**src/rtl/fetch_pkg.sv**
```systemverilog
// Shared constants and types for the instruction-fetch stage.
// Buffer entries pair each fetched word with the byte PC it came from.
package fetch_pkg;

    localparam logic [31:0] NOP_INSTR        = 32'h0000_0013;
    localparam logic [31:0] DEFAULT_RESET_PC = 32'h0000_0000;
    localparam int unsigned WORD_IDX_W       = 30;

    typedef struct packed {
        logic [31:0] pc;
        logic [31:0] instr;
    } fetch_entry_t;

    function automatic logic [31:0] word_index(input logic [31:0] addr);
        return {2'b00, addr[31:(32 - WORD_IDX_W)]};
    endfunction

endpackage

```
**src/rtl/fetch_buffer.sv**
```systemverilog
// Small FIFO of {pc, instr} entries sitting between instruction memory and decode.
// Flush empties the buffer and overrides any push or pop in the same cycle.
module fetch_buffer
    import fetch_pkg::*;
#(
    parameter  int unsigned DEPTH = 2,
    localparam int unsigned PW    = (DEPTH > 1) ? $clog2(DEPTH) : 1,
    localparam int unsigned CW    = $clog2(DEPTH + 1)
) (
    input  logic          clock,
    input  logic          reset,
    input  logic          push,
    input  logic          pop,
    input  logic          flush,
    input  fetch_entry_t  push_data,
    output fetch_entry_t  head,
    output logic [CW-1:0] count
);

    fetch_entry_t  entries [DEPTH];
    logic [PW-1:0] rd_ptr;
    logic [PW-1:0] wr_ptr;
    logic          do_push;
    logic          do_pop;

    function automatic logic [PW-1:0] bump(input logic [PW-1:0] p);
        return (p == PW'(DEPTH - 1)) ? '0 : p + 1'b1;
    endfunction

    assign do_push = push & ~flush;
    assign do_pop  = pop & ~flush & (count != '0);

    always_ff @(posedge clock or negedge reset) begin
        if (!reset) begin
            rd_ptr <= '0;
            wr_ptr <= '0;
            count  <= '0;
        end else if (flush) begin
            rd_ptr <= '0;
            wr_ptr <= '0;
            count  <= '0;
        end else begin
            if (do_push) wr_ptr <= bump(wr_ptr);
            if (do_pop)  rd_ptr <= bump(rd_ptr);
            if (do_push && !do_pop)      count <= count + 1'b1;
            else if (do_pop && !do_push) count <= count - 1'b1;
        end
    end

    always_ff @(posedge clock or negedge reset) begin
        if (!reset) begin
            for (int unsigned i = 0; i < DEPTH; i++) entries[i] <= '0;
        end else if (do_push) begin
            entries[wr_ptr] <= push_data;
        end
    end

    assign head = entries[rd_ptr];

endmodule

```
**src/rtl/fetch_unit.sv**
```systemverilog
// Instruction-fetch stage: owns the PC, drives word addresses to a 1-cycle
// synchronous instruction memory and hands {pc, instr} pairs to decode.
module fetch_unit
    import fetch_pkg::*;
#(
    parameter logic [31:0] RESET_PC  = DEFAULT_RESET_PC,
    parameter int unsigned BUF_DEPTH = 2,
    parameter int unsigned MEM_WORDS = 32
) (
    input  logic        clock,
    input  logic        reset,
    input  logic        desvio_valido,
    input  logic [31:0] desvio_alvo,
    input  logic        id_ready,
    output logic [31:0] imem_endereco,
    input  logic [31:0] imem_instrucao,
    output logic        if_valid,
    output logic [31:0] if_instrucao,
    output logic [31:0] if_pc,
    output logic [31:0] if_pc_mais4,
    output logic        erro_alinhamento
);

    localparam int unsigned CW = $clog2(BUF_DEPTH + 1);

    logic [31:0]   pc;
    logic [31:0]   fetch_addr;
    logic          pend;
    logic [31:0]   pend_pc;
    logic          pend_oob;
    logic          pop;
    logic          push;
    logic          issue;
    logic [CW-1:0] count;
    fetch_entry_t  push_entry;
    fetch_entry_t  head;

    always_comb begin
        fetch_addr = pc;
        if (desvio_valido) fetch_addr = {desvio_alvo[31:2], 2'b00};
    end

    assign imem_endereco = word_index(fetch_addr);
    assign pop           = if_valid & id_ready & ~desvio_valido;
    assign push          = pend & ~desvio_valido;

    // The outstanding response already owns a slot; a same-cycle pop frees one.
    assign issue = desvio_valido |
                   ((32'(count) + 32'(pend)) < (32'(BUF_DEPTH) + 32'(pop)));

    always_ff @(posedge clock or negedge reset) begin
        if (!reset) begin
            pc               <= RESET_PC;
            pend             <= 1'b0;
            pend_pc          <= '0;
            pend_oob         <= 1'b0;
            erro_alinhamento <= 1'b0;
        end else begin
            erro_alinhamento <= desvio_valido & (desvio_alvo[1:0] != 2'b00);
            pend             <= issue;
            if (issue) begin
                pc       <= fetch_addr + 32'd4;
                pend_pc  <= fetch_addr;
                pend_oob <= (imem_endereco >= MEM_WORDS);
            end
        end
    end

    always_comb begin
        push_entry.pc    = pend_pc;
        push_entry.instr = pend_oob ? NOP_INSTR : imem_instrucao;
    end

    fetch_buffer #(
        .DEPTH(BUF_DEPTH)
    ) u_buffer (
        .clock    (clock),
        .reset    (reset),
        .push     (push),
        .pop      (pop),
        .flush    (desvio_valido),
        .push_data(push_entry),
        .head     (head),
        .count    (count)
    );

    assign if_valid     = (count != '0);
    assign if_pc        = if_valid ? head.pc : '0;
    assign if_instrucao = if_valid ? head.instr : '0;
    assign if_pc_mais4  = if_valid ? head.pc + 32'd4 : '0;

endmodule

```
**config.mk**
```make
export PLATFORM = sky130hd
export DESIGN_NAME = fetch_unit
export DESIGN_NICKNAME = d
export VERILOG_FILES = /design/src/rtl/fetch_pkg.sv /design/src/rtl/fetch_buffer.sv /design/src/rtl/fetch_unit.sv
export SDC_FILE = /design/constraint.sdc
export NUM_CORES = 1
export LEC_CHECK = 0
export BUFFER_PORTS_ARGS = -buffer_cell sky130_fd_sc_hd__buf_4
export CORE_AREA = 4 4 121 181
export DETAILED_ROUTE_END_ITERATION = 16
export DIE_AREA = 0 0 125 185
export GPL_TIMING_DRIVEN = 0
export HOLD_SLACK_MARGIN = 0.15
export PLACE_DENSITY_LB_ADDON = 0.1
export SLEW_MARGIN = 20
export SYNTH_ARGS = -nofsm -noshare
export SYNTH_HDL_FRONTEND = slang
export SYNTH_SLANG_ARGS = --single-unit
```
**constraint.sdc**
```tcl
create_clock -name clock -period 2.5 [get_ports clock]
set_clock_uncertainty 0.2 [all_clocks]
set_input_delay 0.125 -clock clock [delete_from_list [all_inputs] [get_ports clock]]
set_output_delay 0.125 -clock clock [all_outputs]
set_load 0.1 [all_outputs]
```
==> results.cfg <==
[power_and_ir_drop]
finalPower_mw = 21.1
switching_share = 0.512
p_clk_frac = 0.138
p_per_area_mw_per_mm2 = 1240
peakVddDrop_uv = 741
p_seq_frac = 0.242
comb_power_share = 0.620
internal_power_mw = 10.3
p_switching_mw = 10.8
p_leak_nw = 7.05

[logic_synthesis]
yosysWarningCount = 0
syn_area_per_cell_um2 = 9.69
synth_compound_area_frac = 0.0842
synth-seq-cells = 191
synthMuxAreaShare = 0.160
syn_area_mm2 = 0.0102
syn_inst = 1056
yosysSeqAreaShare = 0.467
synth_xor_xnor_area_share = 0.0505
synth.distinct_cells = 56
synthFlopType = dfrtp_1
synth_fa_ha_area_frac = 0.00612
yosys.area_share.simple = 0.185
async_flop_share = 1.00
synth_top_family_by_area = simple AND/OR/NAND/NOR gates
synth_edf_count = 0

[timing]
postLayoutSetupSlackWorst_ns = -0.935
fmax_ghz = 0.291
setup_violations = 83
slew_headroom = 0.407
tightestPinTransition_ns = 0.865
setup-tns-final_ns = -40.73
drv_slew = 0
hold_viol_final = 0
fin_crit_sh = 1.37
grt_setup_unrepaired = true
fin_crit_ns = 3.44

[drt]
first_pass_iters = 6
dr_total_vias = 10400
ant_nets = 0
routed_wl_um = 44200
drc = 0
via_per_inst = 6.08
wl_per_cell_um = 25.9
drt_iter0_markers = 1138

[place]
dp_slack_ns = -0.819
gp_congestion = 0.899
dp_hpwl_um = 22000
dp_cells = 1516
numPortBuffers = 190

[finish]
syn2layout_area_growth_pct = 67.3
regArea_mm2 = 0.00478
final_util = 0.841
nFillCells = 925
multi_input_area_mm2 = 0.00667
finish.cell_count_without_fillers = 1706
nNetsFinal = 1501
layout-drive-gt1-share = 0.451

[clocking]
cts_tree = done
clock-sinks = 191
clk_latency_ns = 0.44
clockRootBuffer = clkbuf_16
cts_buffer_depth = 2
cts_inserted_buffers = 17
clk_pin_slew_ns = 0.07
htreeDepth = 4

[critical_path]
critical-path-max-stage-delay_ns = 0.39
worst-endpoint-required_ns = 2.17
worstSetupStartpointType = flop
cp_max_fo = 7
worstSetupPathType = reg -> out
cp_slowest_cell = dfrtp_1
crit_family = simple AND/OR/NAND/NOR gates
worst-path-buf-inv = 5
crit_arrival_ns = 3.11
crit_chain = buf_6 -> buf_12 -> buf_12 -> buf_12 -> mux2_4 -> ha_4 -> nor2b_4 -> nand3_4 -> nor4_4 -> xor2_1 -> nor2_4 -> buf_12
cp-end-kind = output pin
path_common_cell = buf_12

[global_route]
grt_pass1_vias = 10500
antenna_found_initial = 1
grt_pass1_wl_um = 57800
grt_max_degree = 101
grt_usage = 0.320
grt.overflow.total = 0
use_met3 = 0.0447
grtUsageMet1 = 0.351
use_met2 = 0.576
globalRoute.busiestLayer = met2

[flow_run]
cap_violations = 0

[floorplan]
pin_count = 198
core-area_mm2 = 0.0203
die_area_mm2 = 0.0231
die_h_um = 185
die_x_um = 125
start_util = 0.503
num_rows = 64

[outcome]
violations = negative setup slack
outcome = finished with violations

[worst_hold_path]
hold_path.class = in -> reg
## path summary, 6_finish.rpt
kind	to	cells after the start	start	slack (ns)
max in group asynchronous	u_buffer.entries[77]	4	reset	0.48
max reg2reg	u_buffer.entries[88]	6	pend	-0.12
min in group asynchronous	u_buffer.entries[69]	3	reset	0.62
min reg2reg	pc[28]	2	pc[28]	0.30
max	if_pc_mais4[26]	12	u_buffer.rd_ptr	-0.94
min	pc[9]	6	desvio_valido	0.17
## Yosys cell counts, types with 2 or more instances
cell | count | area share
dfrtp_1 | 191 | 0.47
nor2_1 | 152 | 0.056
nand2_1 | 102 | 0.037
mux2i_1 | 89 | 0.087
o21ai_0 | 72 | 0.035
mux2_2 | 66 | 0.073
a21oi_1 | 57 | 0.028
xnor2_1 | 38 | 0.033
clkbuf_1 | 35 | 0.013
nand2b_1 | 33 | 0.020
inv_1 | 30 | 0.011
xor2_1 | 21 | 0.018
nand3_1 | 20 | 0.0098
nor3_1 | 17 | 0.0083
buf_2 | 15 | 0.0073
nand4_1 | 12 | 0.0073
nand3b_1 | 11 | 0.0081
buf_4 | 10 | 0.0073
nor2b_1 | 8 | 0.0049
and2_1 | 7 | 0.0043
ha_1 | 5 | 0.0061
nor4_1 | 5 | 0.0031
buf_6 | 4 | 0.0044
nand4b_1 | 4 | 0.0034
a22oi_1 | 3 | 0.0022
a31oi_1 | 3 | 0.0018
and4b_1 | 3 | 0.0029
nand4b_2 | 3 | 0.0044
nor4_2 | 3 | 0.0037
o21ai_1 | 3 | 0.0015
a211oi_1 | 2 | 0.0015
a32o_1 | 2 | 0.0020
buf_1 | 2 | 0.00073
buf_8 | 2 | 0.0029
nand3_2 | 2 | 0.0020
nor3b_1 | 2 | 0.0015
o21a_1 | 2 | 0.0015
o31ai_1 | 2 | 0.0015
## kinds of logic (layout without fill, tap and decap cells)
logic type	after synthesis	count (layout)
flip-flops	191	191
buffers and inverters	99	479
multiplexers	155	155
adder cells (fa/ha/maj)	5	5
AO/OA/AOI/OAI	155	155
AND/OR/NAND/NOR	391	391
other	1	7
XOR/XNOR	59	59
## per-stage QoR
stage               instance area, µm²  hold WS, ns
detailed placement               12700      -0.0102
finish                           17100        0.172
CTS                              16300        0.166
floorplan                        10900       -0.371
global placement                 12700        0.128
global route                     17100        0.189
## repair_timing
| action | CTS | global route |
|---|---|---|
| cloned | 3 | 1 |
| hold buffers | 70 | 0 |
| endpoints found under the setup margin | 198 | 167 |
| resized for setup | 413 | 135 |
| pin swaps | 38 | 52 |
| endpoints found under the hold margin | 319 | 0 |
| setup buffers | 58 | 37 |
## registers in the layout, indices dropped and copies added, names as in the netlist
| register | count |
|---|---|
| erro_alinhamento | 1 |
| u_buffer.rd_ptr | 1 |
| pc | 30 |
| u_buffer.wr_ptr | 1 |
| u_buffer.entries | 124 |
| pend_pc | 30 |
| u_buffer.count | 2 |
| pend | 1 |
| pend_oob | 1 |
## worst min-delay path: cells and delay by family
kind | cells | cell delay, ns
AO/OA/AOI/OAI | 2 | 0.16
XOR/XNOR | 1 | 0.13
buffers and inverters | 2 | 0.20
AND/OR/NAND/NOR | 1 | 0.16
## cells in the final DEF, fill, tap and decap left out, types with 37 or more instances in the layout
cell | synthesis | layout
dfrtp_1 | 191 | 190
buf_4 | 10 | 172
nand2_1 | 102 | 98
buf_12 | 0 | 86
o21ai_0 | 72 | 70
dlygate4sd3_1 | 0 | 70
nor2_4 | 0 | 67
nor2_1 | 152 | 66
mux2_2 | 66 | 64
a21oi_1 | 57 | 51
mux2i_1 | 89 | 38
mux2i_4 | 0 | 37
## power groups by stage
stage,logic [mW],registers (mW),clock network (mW)
final,13.1,5.11,2.93
after global routing,13.5,5.19,3.07
after CTS,11.8,4.90,2.90
after detailed placement,9.58,4.80,0
after global placement,9.49,4.75,0
after floorplan,7.79,4.59,0
## area by class of cell
type,count,share of cell area
well taps,264,0.0193
clock inverters,13,0.0102
plain buffers,65,0.0317
inverters,31,0.00702
diodes,1,0.000146
flip-flops and latches,191,0.279
multi-input cells,771,0.390
repair buffers,351,0.236
clock buffers,19,0.0259
## routing by layer
| metal | up-vias | part of all wire |
|---|---|---|
| met2 | 700 | 0.50 |
| met3 | 266 | 0.073 |
| met4 | 0 | 0.088 |
| li1 | 4329 | - |
| met1 | 5080 | 0.34 |
| met5 | - | 0 |
No activity file was read; power rests on OpenSTA's default activity.
